## config.mk

```make
export PLATFORM = sky130hd
export DESIGN_NAME = prog_loader
export DESIGN_NICKNAME = d
export VERILOG_FILES = /design/src/rtl/prog_loader.sv
export SDC_FILE = /design/constraint.sdc
export NUM_CORES = 1
export LEC_CHECK = 0
export CORE_MARGIN = 2
export CORE_UTILIZATION = 44
export DETAILED_ROUTE_END_ITERATION = 10
export PLACE_DENSITY_LB_ADDON = 0.08
export RECOVER_POWER = 25
export SETUP_SLACK_MARGIN = 0.2
export SLEW_MARGIN = 20
export SYNTH_ARGS = -nofsm -noshare
export SYNTH_HDL_FRONTEND = slang
export SYNTH_SLANG_ARGS = --single-unit
```

## constraint.sdc

```tcl
create_clock -name clk1 -period 2.4 [get_ports clk1]
set_input_delay 0.36 -clock clk1 [delete_from_list [all_inputs] [get_ports clk1]]
set_output_delay 0.36 -clock clk1 [all_outputs]
set_load 0.03 [all_outputs]
```

## src/rtl/prog_loader.sv

```systemverilog
// prog_loader: streams a word image into processor memory, releases the cpu from pc=0, then waits for HLT or the watchdog
//   clk1, rst_n          clock, async active-low reset
//   start, abort         sequence control (abort wins)
//   load_base/load_count image placement, latched on start
//   s_valid/s_data/s_ready  word stream handshake
//   mem_we/addr/wdata    registered memory write port
//   cpu_run, cpu_halted  processor release level and halt flag
//   busy, done, timeout, run_cycles  status
module prog_loader #(
  parameter int ADDR_W  = 10,
  parameter int CNT_W   = 11,
  parameter int CYC_W   = 16,
  parameter int TIMEOUT = 1024
) (
  input  logic              clk1,
  input  logic              rst_n,
  input  logic              start,
  input  logic              abort,
  input  logic [ADDR_W-1:0] load_base,
  input  logic [CNT_W-1:0]  load_count,
  input  logic              s_valid,
  input  logic [31:0]       s_data,
  output logic              s_ready,
  output logic              mem_we,
  output logic [ADDR_W-1:0] mem_addr,
  output logic [31:0]       mem_wdata,
  output logic              cpu_run,
  input  logic              cpu_halted,
  output logic              busy,
  output logic              done,
  output logic              timeout,
  output logic [CYC_W-1:0]  run_cycles
);
  typedef enum logic [2:0] {IDLE, LOAD, SETTLE, RUN, DONE} state_t;
  state_t state, nxt;
  logic [ADDR_W-1:0] base;
  logic [CNT_W-1:0] count, idx;
  logic hs, go, last, halt_q, wd;
  assign hs = s_valid && state == LOAD && !abort;
  assign go = (state == IDLE || state == DONE) && start && !abort;
  assign last = idx == count - CNT_W'(1);
  // run_cycles still holds the previous count during a RUN cycle, so zero marks the first cycle
  assign halt_q = cpu_halted && run_cycles != '0;
  assign wd = run_cycles == CYC_W'(TIMEOUT - 1);
  always_ff @(posedge clk1 or negedge rst_n)
    if (!rst_n) state <= IDLE;
    else state <= nxt;
  always_comb begin
    s_ready = state == LOAD && !abort;
    cpu_run = state == RUN;
    busy = state == LOAD || state == SETTLE || state == RUN;
    done = state == DONE;
    nxt = abort ? IDLE :
          go ? (load_count != '0 ? LOAD : SETTLE) :
          state == LOAD ? (hs && last ? SETTLE : LOAD) :
          state == SETTLE ? RUN :
          state == RUN ? (halt_q || wd ? DONE : RUN) :
          state;
  end
  always_ff @(posedge clk1 or negedge rst_n)
    if (!rst_n) begin
      base <= '0;
      count <= '0;
      idx <= '0;
      mem_we <= 1'b0;
      mem_addr <= '0;
      mem_wdata <= '0;
      run_cycles <= '0;
      timeout <= 1'b0;
    end else begin
      mem_we <= hs;
      if (hs) begin
        mem_addr <= base + ADDR_W'(idx);
        mem_wdata <= s_data;
        idx <= idx + CNT_W'(1);
      end
      if (go) begin
        base <= load_base;
        count <= load_count;
        idx <= '0;
        run_cycles <= '0;
        timeout <= 1'b0;
      end
      // a halt in the same cycle as the watchdog wins
      if (state == RUN && !abort) begin
        run_cycles <= run_cycles + CYC_W'(1);
        timeout <= wd && !halt_q;
      end
    end
endmodule

```

# Word-level counts from Yosys, hierarchy flattened
# Cells that the tools add are included.
# W data, S select, Z words.
# word_totals
register_bits	95
in_bits	59
elab_cells	54
# classes
addsub	4
n_eq_ne	6
mux	14
reduce_logical	21
# op_table
operator	count
$mux W16	2
$mux W11	2
$mux W3	6
$add A16 B1 Y16 const B	1
$eq A16 B10 Y1 const B	1
$reduce_bool A16 Y1	1
$add A11 B1 Y11 const B	1
$eq A11 B11 Y1	1
$reduce_bool A11 Y1	1
$sub A11 B1 Y11 const B	1
$add A10 B10 Y10	1
$logic_and A1 B1 Y1	9
$eq A3 B2 Y1 const B	2
$reduce_bool A5 Y1	1
$logic_or A1 B1 Y1	4
$mux W2	2
$reduce_bool A2 Y1	2
$eq A3 B1 Y1 const B	1
$eq A3 B3 Y1 const B	1
$logic_not A3 Y1	1
$logic_not A1 Y1	2
$mux W1	2

# Depth between registers and ports, before layout
# Gate-level depths: netlist of run 1.
# depth
ltp_word	9
depth_mapped	9

# Worst setup path before layout of run 1
# OpenSTA, ideal clock, no wires.
# synth_timing
path_kind	register to register
from	register state[1]
to	register state[0]
arrival_ns	2.191
required_time_ns	2.282
path_slack_ns	0.091
path_stages_with_launch	8
path_buffers	1
period_less_slack_ns	2.309
cell_sequence	dfrtp_1 > clkbuf_1 > nor4b_4 > nand2_2 > nor4_1 > nand3_1 > or4_1 > a21o_1
# synth_via
elab_chain_len	8
elab_cells_between_ends	17
# synth_rtl
item	line	rtl
start: declaration	35	state_t state, nxt;
start signal: assignment	47	else state <= nxt;
$eq A3 B1 Y1	39, 55	
$logic_and A1 B1 Y1 (2 in series)	39	assign hs = s_valid && state == LOAD && !abort;
$logic_and A1 B1 Y1	55	state == LOAD ? (hs && last ? SETTLE : LOAD) :
$mux W2	55	
$mux W3	55	
$mux W3	54	go ? (load_count != '0 ? LOAD : SETTLE) :
$mux W3	53	nxt = abort ? IDLE :
# Parallel ways exist; a longest one is shown, timed or not.
# A chain may end at the register's enable or synchronous reset.

# Final worst setup path of run 1
# layout_timing
from	register count[2]
to	register state[0]
# layout_via
elab_chain_len	7
# layout_rtl
item	line	rtl
start: declaration	37	logic [CNT_W-1:0] count, idx;
start signal: assignment	79	count <= load_count;
$sub A11 B1 Y11	41	assign last = idx == count - CNT_W'(1);
$eq A11 B11 Y1	41	
$logic_and A1 B1 Y1	55	
$mux W2	55	
$mux W3	55	
$mux W3	54	
$mux W3	53	
# No other way between the ends.

==> results of run 1 <==
-- worst max path at each step --
stage	depth (start not counted)	slack, ps	startpoint	end
final	6	240	count[2]$_DFFE_PN0P_	state[0]$_DFFE_PN0P_
after global routing	6	150	count[2]$_DFFE_PN0P_	state[0]$_DFFE_PN0P_
after CTS	6	170	count[3]$_DFFE_PN0P_	state[0]$_DFFE_PN0P_
after detailed placement	8	60	count[0]$_DFFE_PN0P_	state[0]$_DFFE_PN0P_
after global placement	8	150	count[0]$_DFFE_PN0P_	state[0]$_DFFE_PN0P_
after floorplan	7	190	state[1]$_DFFE_PN0P_	state[0]$_DFFE_PN0P_
-- repair_timing --
action,CTS,global route
hold buffers,1,0
endpoints found under the setup margin,5,5
resized for setup,5,12
hold endpoints to repair,36,0
buffers inserted,2,2
pin swaps,0,5
-- state kept, by name, summed over array words and instances, names as in the netlist --
register	cells
run_cycles	16
state	3
mem_wdata	32
base	10
count	11
mem_addr	10
idx	11
mem_we	1
timeout	1
-- cell usage in the layout (no fill, tap or decap), types with 6 or more instances in the layout --
cell type	Yosys	layout
ha_1	13	11
clkdlybuf4s50_1	0	117
buf_4	0	20
nand2_1	184	184
nor3_1	12	11
nor2_1	26	26
dfrtp_1	95	94
nand4_1	11	11
clkbuf_8	0	12
xnor2_1	14	14
inv_1	12	10
or3_1	6	6
a21oi_1	13	13
nand3_1	18	18
o21ai_0	24	23
xor2_1	11	11
nor4_1	7	6
-- kinds of logic after synthesis --
| group | synth area share |
|---|---|
| AND/OR/NAND/NOR | 0.279 |
| flip-flops | 0.497 |
| AO/OA/AOI/OAI | 0.0955 |
| buffers and inverters | 0.0293 |
| XOR/XNOR | 0.0458 |
| adder cells (fa/ha/maj) | 0.0382 |
| multiplexers | 0.0152 |
-- worst max-delay path, stage by stage, from the launching register on --
cell     delay (ps)
dfrtp_1         430
nor4_4          440
nand2_1         160
mux2_2          250
mux2i_1          80
or4_4           530
a21o_1          170
-- metal layers --
metal | GRT usage | vias to the layer above
li1 | - | 2100
met1 | 0.292 | 2039
met2 | 0.342 | 129
met3 | 0.0530 | 16
met4 | 0.0778 | 0
met5 | 0 | -
-- per-stage QoR --
step	worst slack [ps]	cells	utilization	total power [mW]
detailed placement	60.3	800	0.582	5.99
global route	154	820	0.612	7.78
CTS	171	818	0.607	7.30
global placement	150	800	0.582	5.92
finish	243	820	0.612	7.28
floorplan	194	542	-	4.64
-- final cells by class --
type	count	area (sq um)	share of cell area
multi-input cells	412	2320	0.354
well taps	140	175	0.0267
repair buffers	145	1420	0.215
flip-flops and latches	95	2380	0.362
clock buffers	12	165	0.0251
inverters	13	48.8	0.00743
clock inverters	3	65.1	0.00990
-- report_power, final --
group | total, mW | internal [mW] | switching (mW)
clock network | 1.21 | 0.666 | 0.547
registers | 2.60 | 2.16 | 0.443
logic | 3.47 | 1.51 | 1.96
==> impl_metrics.env, run 1 <==
export IMPL_finalSetupTns_ps=0
export IMPL_place_hpwl_um=8460
export IMPL_crit_arrival_ps=2420
export IMPL_worst_clock_skew_ps=10.8
export IMPL_path_max_fanout=6
export IMPL_dr_pass1_iters=5
export IMPL_yosysMostFrequentCell="nand2_1"
export IMPL_yosysTopAreaCell="dfrtp_1"
export IMPL_hold_class="register to register"
export IMPL_fin_crit_sh=0.899
export IMPL_hold_viol_final=0
export IMPL_clk_pin_slew_ps=90
export IMPL_drv_cap=0
export IMPL_fp_coreArea_sq_um=10700
export IMPL_r2r_start="count[2]$_DFFE_PN0P_"
export IMPL_wl_um=12000
export IMPL_drive_above_1_share=0.0882
export IMPL_hp_start="mem_wdata[24]$_DFFE_PN0P_"
export IMPL_gp_congestion=0.833
export IMPL_cts_sinks=95
export IMPL_whs_path_depth=2
export IMPL_setup_viol=0
export IMPL_antennaDiodeCount=0
export IMPL_cts_root_buf="clkbuf_8"
export IMPL_synth_top_area_frac=0.497
export IMPL_drv_slew=0
export IMPL_synth_top_cells_by_count="nand2_1, dfrtp_1, nor2_1"
export IMPL_via_per_inst=5.22
export IMPL_cts_htree_levels=3
export IMPL_place_area_sq_um=6260
export IMPL_postSynthAreaPerCell_sq_um=8.83
export IMPL_startpoint_type="register"
export IMPL_outcome="complete, no violations"
export IMPL_synth_area_sq_um=4780
export IMPL_fillers=974
export IMPL_grt_overflow=0
export IMPL_yosys_top_cells_area="dfrtp_1, nand2_1, ha_1"
export IMPL_ir_drop_v=0.000747
export IMPL_route_met3_wl_um=816
export IMPL_routed_via_count=4284
export IMPL_fmax_mhz=464
export IMPL_nets=749
export IMPL_cp_data_required_time_ps=2660
export IMPL_yosys_warnings=0
export IMPL_ioPinCount=123
export IMPL_syn_nets=615
export IMPL_grt_use_total=0.217
export IMPL_worst_r2r_endpoint="state[0]$_DFFE_PN0P_"
export IMPL_r2r_slack_ps=240
export IMPL_met2_length_um=5480
export IMPL_grt_pass1_wl_um=20100
export IMPL_worst_pin_slew_ps=1020
export IMPL_async_flop_share=1.00
export IMPL_ant_nets=0
export IMPL_top_layer="met4"
export IMPL_rr_worst_depth=6
export IMPL_yosysSeqAreaShare=0.497
export IMPL_cts_buffers=9
export IMPL_wl_met1_um=5560
export IMPL_first_global_vias=4181
export IMPL_syn_inst=542
export IMPL_p_leak_nw=3.02
export IMPL_wl_per_cell_um=14.7
export IMPL_antenna_found_initial=0
export IMPL_synth_edf_count=0
export IMPL_die_w_um=108
export IMPL_whs_ps=481
export IMPL_hold_end="mem_wdata[24]$_DFFE_PN0P_"
export IMPL_yosysUniqueCellTypes=52
export IMPL_portBuffers=122
export IMPL_endpoint_kind="register"
export IMPL_die_h_um=108
export IMPL_area_delta_synth_final_pct=37.4
export IMPL_ys_seq_elements=95
export IMPL_num_rows=38
export IMPL_p_per_area_nw_per_um2=1110
export IMPL_die_area_sq_um=11700
export IMPL_drc_errors=0
export IMPL_initial_core_util=0.445
export IMPL_grt_max_degree=40
export IMPL_design_area_sq_um=6570
export IMPL_worstSetupPathType="register to register"
export IMPL_finalCriticalPeriod_ps=2160
export IMPL_drt_iter0_drc=213
export IMPL_clkLatencyLatePin_ps=360
export IMPL_ys_flop_type="dfrtp_1"
export IMPL_max_slew_margin=0.323
export IMPL_tritoncts="yes"
export IMPL_grt_setup_unrepaired="yes"
export IMPL_cts_buffer_depth=2
(Power assumes the default switching activity.)
==> run 2: changes to the inputs <==
Settings changed: PLACE_DENSITY set to 0.76, PLACE_DENSITY_LB_ADDON 0.08 to not set.
==> impl_metrics.env, run 2 (same netlist as run 1, synthesis figures left out) <==
export IMPL_outcome="complete, no violations"
export IMPL_final_cell_mix="nand2_1, clkdlybuf4s50_1, dfrtp_1, nor2_1, o21ai_0"
export IMPL_gp_congestion=0.838
export IMPL_fin_crit_sh=0.905
export IMPL_dr_pass1_iters=4
export IMPL_die_area_sq_um=11700
export IMPL_clkLatencyLatePin_ps=360
export IMPL_worst_path_buf_inv=1
export IMPL_routed_via_count=4279
export IMPL_path_cells="clkdlybuf4s50_1 -> nor4b_4 -> nand2_2 -> nor4_4 -> nand3_1 -> or4_4 -> a21o_1"
export IMPL_grt_setup_unrepaired="yes"
export IMPL_antenna_found_initial=0
export IMPL_cp_data_required_time_ps=2660
export IMPL_grt_max_degree=54
export IMPL_num_rows=38
export IMPL_layout_commonest_cell="nand2_1"
export IMPL_area_delta_synth_final_pct=37.6
export IMPL_grt_pass1_wl_um=19000
export IMPL_max_slew_margin=0.458
export IMPL_power_mw=7.17
export IMPL_path_max_fanout=2
export IMPL_hold_class="register to register"
export IMPL_final_cells=823
export IMPL_finalSetupTns_ps=0
export IMPL_ant_nets=0
export IMPL_slowest_stage="or4_4"
export IMPL_drive_above_1_share=0.104
export IMPL_hold_viol_final=0
export IMPL_drv_cap=0
export IMPL_ir_drop_v=0.000649
export IMPL_tritoncts="yes"
export IMPL_finalCriticalPeriod_ps=2170
export IMPL_p_per_area_nw_per_um2=1090
export IMPL_ioPinCount=123
export IMPL_initial_core_util=0.445
export IMPL_place_ws_ps=38.6
export IMPL_top_register="mem_wdata"
export IMPL_clk_pin_slew_ps=90
export IMPL_portBuffers=122
export IMPL_setup_viol=0
export IMPL_cts_htree_levels=3
export IMPL_via_per_inst=5.20
export IMPL_drc_errors=0
export IMPL_fmax_mhz=460
export IMPL_crit_path_max_incr_delay_ps=540
export IMPL_crit_arrival_ps=2440
export IMPL_drv_slew=0
export IMPL_worstSetupPathType="input pin to register"
export IMPL_wl_um=11300
export IMPL_drt_iter0_drc=231
export IMPL_antennaDiodeCount=0
export IMPL_largestRegisters="mem_wdata x32, run_cycles x16"
export IMPL_fp_coreArea_sq_um=10700
export IMPL_nets=751
export IMPL_p_leak_nw=3.00
export IMPL_cts_root_buf="clkbuf_8"
export IMPL_startpoint_type="input pin"
export IMPL_die_w_um=108
export IMPL_grt_overflow=0
export IMPL_critPathTopFamily="simple AND/OR/NAND/NOR gates"
export IMPL_dp_cells=796
export IMPL_place_hpwl_um=8110
export IMPL_endpoint_kind="register"
export IMPL_worst_clock_skew_ps=10.2
export IMPL_worst_pin_slew_ps=813
export IMPL_final_util=0.612
export IMPL_cts_sinks=95
export IMPL_die_h_um=108
export IMPL_grt_use_total=0.204
export IMPL_wl_per_cell_um=13.7
export IMPL_first_global_vias=4156
export IMPL_cts_buffers=9
export IMPL_fin_ws_ps=227
export IMPL_largest_register_ffs=32
export IMPL_cts_buffer_depth=2
[run 2: cell count changes in the layout (fill, tap and decap cells not counted), sizes merged]
| cell | change |
|---|---|
| clkinvlp | +1 |
| dlymetal6s2s | -1 |
| bufinv | -2 |
| clkdlybuf4s50 | +1 |
| clkbuf | +4 |
| dlygate4sd2 | -1 |
| buf | +1 |
[run 2: path summary, 6_finish.rpt]
check	cells past startpoint	startpoint	slack, ps	endpoint
worst max-delay path	7	abort	230	state[0]$_DFFE_PN0P_
worst min-delay path	2	mem_wdata[24]$_DFFE_PN0P_	480	mem_wdata[24]$_DFFE_PN0P_
worst max register to register	6	state[1]$_DFFE_PN0P_	240	state[0]$_DFFE_PN0P_
worst min register to register	2	mem_wdata[24]$_DFFE_PN0P_	480	mem_wdata[24]$_DFFE_PN0P_
max in group asynchronous	3	rst_n	590	mem_wdata[17]$_DFFE_PN0P_
min in group asynchronous	2	rst_n	620	mem_wdata[1]$_DFFE_PN0P_
[run 2: worst register-to-register path: stages (launching register included)]
cell and delay (ps):
dfrtp_2 480, nor4b_4 310, nand2_2 130, nor4_4 310, nand3_1 110, or4_4 540
a21o_1 180
[run 2: report_power, final]
| part | leakage, nW | total, mW | switching [mW] | internal (mW) |
|---|---|---|---|---|
| Combinational | 1.68 | 3.54 | 1.97 | 1.57 |
| Sequential | 1.22 | 2.60 | 0.433 | 2.16 |
| Clock | 0.0987 | 1.04 | 0.546 | 0.490 |
| Total | 3.00 | 7.17 | 2.95 | 4.22 |
[run 2: cell type report]
| cell class | instances | area (sq um) |
|---|---|---|
| timing repair buffer | 147 | 1410 |
| multi-input combinational | 412 | 2370 |
| inverter | 13 | 48.8 |
| tap | 140 | 175 |
| clock inverter | 2 | 12.5 |
| clock buffer | 14 | 183 |
| sequential | 95 | 2380 |
| fill | 937 | 4170 |
[run 2: what timing repair did]
| item | 4_1_cts | 5_1_grt |
|---|---|---|
| hold buffers | 1 | 0 |
| setup endpoints to repair | 4 | 5 |
| endpoints found under the hold margin | 30 | 0 |
| buffers inserted | 2 | 8 |
| resized for setup | 11 | 16 |
| pin swaps | 0 | 14 |
[run 2: per-stage QoR]
step | hold slack (ps) | cell area, sq um
after floorplan | 64.4 | 4790
after global placement | 324 | 6210
after detailed placement | 324 | 6210
after CTS | 481 | 6460
after global routing | 503 | 6580
final | 481 | 6580
[run 2: metal layers]
layer | wire [um] | up-vias | global-route usage
li1 | - | 2113 | -
met1 | 4870 | 2037 | 0.250
met2 | 5530 | 109 | 0.351
met3 | 643 | 20 | 0.0567
met4 | 246 | 0 | 0.0632
met5 | 0 | - | 0
==> run 3: changes to the inputs <==
Settings changed: ABC_CLOCK_PERIOD_IN_PS set to 2400, MAX_ROUTING_LAYER set to met4.
==> impl_metrics.env, run 3 (same netlist as run 1, synthesis figures left out) <==
export IMPL_outcome="complete, no violations"
export IMPL_grt_setup_unrepaired="yes"
export IMPL_cts_sinks=95
export IMPL_dr_pass1_iters=4
export IMPL_crit_path_max_incr_delay_ps=540
export IMPL_nets=751
export IMPL_r2r_slack_ps=240
export IMPL_slowest_stage="or4_4"
export IMPL_whs_ps=481
export IMPL_fin_ws_ps=223
export IMPL_endpoint_kind="register"
export IMPL_p_per_area_nw_per_um2=1090
export IMPL_cp_depth=7
export IMPL_drt_iter0_drc=209
export IMPL_wl_per_cell_um=13.8
export IMPL_grt_max_degree=54
export IMPL_via_per_inst=5.20
export IMPL_cp_data_required_time_ps=2660
export IMPL_final_cells=823
export IMPL_path_cells="clkdlybuf4s50_1 -> nor4b_4 -> nand2_2 -> nor4_4 -> nand3_1 -> or4_4 -> a21o_1"
export IMPL_drc_errors=0
export IMPL_worst_path_buf_inv=1
export IMPL_p_leak_nw=3.00
export IMPL_grt_use_total=0.210
export IMPL_max_slew_margin=0.455
export IMPL_antennaDiodeCount=0
export IMPL_final_cell_mix="nand2_1, clkdlybuf4s50_1, dfrtp_1, nor2_1, o21ai_0"
export IMPL_hold_class="register to register"
export IMPL_crit_arrival_ps=2440
export IMPL_routed_via_count=4277
export IMPL_drv_slew=0
export IMPL_die_h_um=108
export IMPL_largestRegisters="mem_wdata x32, run_cycles x16"
export IMPL_place_hpwl_um=8110
export IMPL_die_area_sq_um=11700
export IMPL_largest_register_ffs=32
export IMPL_tritoncts="yes"
export IMPL_fp_coreArea_sq_um=10700
export IMPL_startpoint_type="input pin"
export IMPL_first_global_vias=4155
export IMPL_startpoint="abort"
export IMPL_ant_nets=0
export IMPL_antenna_found_initial=0
export IMPL_clk_pin_slew_ps=90
export IMPL_critPathTopFamily="simple AND/OR/NAND/NOR gates"
export IMPL_cts_buffers=9
export IMPL_num_rows=38
export IMPL_worst_r2r_endpoint="state[0]$_DFFE_PN0P_"
export IMPL_final_util=0.612
export IMPL_ir_drop_v=0.000650
export IMPL_grt_overflow=0
export IMPL_top_register="mem_wdata"
export IMPL_clkLatencyLatePin_ps=360
export IMPL_place_ws_ps=38.6
export IMPL_finalSetupTns_ps=0
export IMPL_area_delta_synth_final_pct=37.6
export IMPL_fmax_mhz=459
export IMPL_cts_htree_levels=3
export IMPL_cts_root_buf="clkbuf_8"
export IMPL_worstSetupPathType="input pin to register"
export IMPL_ioPinCount=123
export IMPL_initial_core_util=0.445
export IMPL_finalCriticalPeriod_ps=2180
export IMPL_drv_cap=0
export IMPL_fin_crit_sh=0.907
export IMPL_worst_pin_slew_ps=818
export IMPL_portBuffers=122
export IMPL_wl_um=11400
export IMPL_hold_viol_final=0
export IMPL_crit_end="state[0]$_DFFE_PN0P_"
export IMPL_worst_clock_skew_ps=8.70
export IMPL_rr_worst_depth=6
export IMPL_dp_cells=796
export IMPL_gp_congestion=0.851
export IMPL_cts_buffer_depth=2
export IMPL_layout_commonest_cell="nand2_1"
export IMPL_drive_above_1_share=0.104
export IMPL_r2r_start="state[1]$_DFFE_PN0P_"
export IMPL_setup_viol=0
export IMPL_die_w_um=108
export IMPL_grt_pass1_wl_um=19000
export IMPL_path_max_fanout=2
-- run 3: cell counts in the layout (fill, tap and decap cells not counted) --
No cell type changed its count.
-- run 3: how the worst min path moves through the flow --
| stage | from | endpoint | slack (ps) | cells past startpoint |
|---|---|---|---|---|
| 2_1_floorplan | rst_n | base[0]$_DFFE_PN0P_ | 60 | 0 |
| 3_3_place_gp | rst_n | mem_wdata[24]$_DFFE_PN0P_ | 320 | 1 |
| 3_5_place_dp | rst_n | mem_wdata[21]$_DFFE_PN0P_ | 320 | 1 |
| 4_1_cts | rst_n | mem_wdata[1]$_DFFE_PN0P_ | 480 | 2 |
| 5_1_grt | s_data[18] | mem_wdata[18]$_DFFE_PN0P_ | 500 | 3 |
| 6_report | mem_wdata[24]$_DFFE_PN0P_ | mem_wdata[24]$_DFFE_PN0P_ | 480 | 2 |
-- run 3: tightest hold or removal path, cell delays in order (launching register included) --
cell,delay (ps)
dfrtp_1,350
nand2_1,50
nand2_1,60
-- run 3: repair_timing --
item,4_1_cts,5_1_grt
gates resized for setup,11,16
endpoints found under the hold margin,30,0
buffers inserted,2,8
endpoints found under the setup margin,4,5
hold buffers,1,0
pin swaps,0,14
-- run 3: per-layer routing --
metal	GRT usage	part of all wire	vias up
met5	-	0	-
met4	0.0632	0.019	0
met2	0.352	0.49	100
met3	0.0530	0.054	18
li1	-	-	2112
met1	0.252	0.44	2047
-- run 3: cell type report --
cell class | instances | area (sq um)
flip-flops and latches | 95 | 2380
well taps | 140 | 175
clock inverters | 2 | 12.5
inverters | 13 | 48.8
fillers | 937 | 4170
multi-input cells | 412 | 2370
repair buffers | 147 | 1410
clock buffers | 14 | 183
-- run 3: power breakdown --
part | total [mW] | internal, mW | switching (mW)
Combinational | 3.54 | 1.56 | 1.98
Clock | 1.04 | 0.490 | 0.549
Sequential | 2.60 | 2.16 | 0.434
-- run 3: metrics by stage --
step	area, sq um	total power [mW]
3_5_place_dp	6210	5.93
2_1_floorplan	4790	4.64
3_3_place_gp	6210	5.85
4_1_cts	6460	7.08
5_1_grt	6580	7.66
6_report	6580	7.18
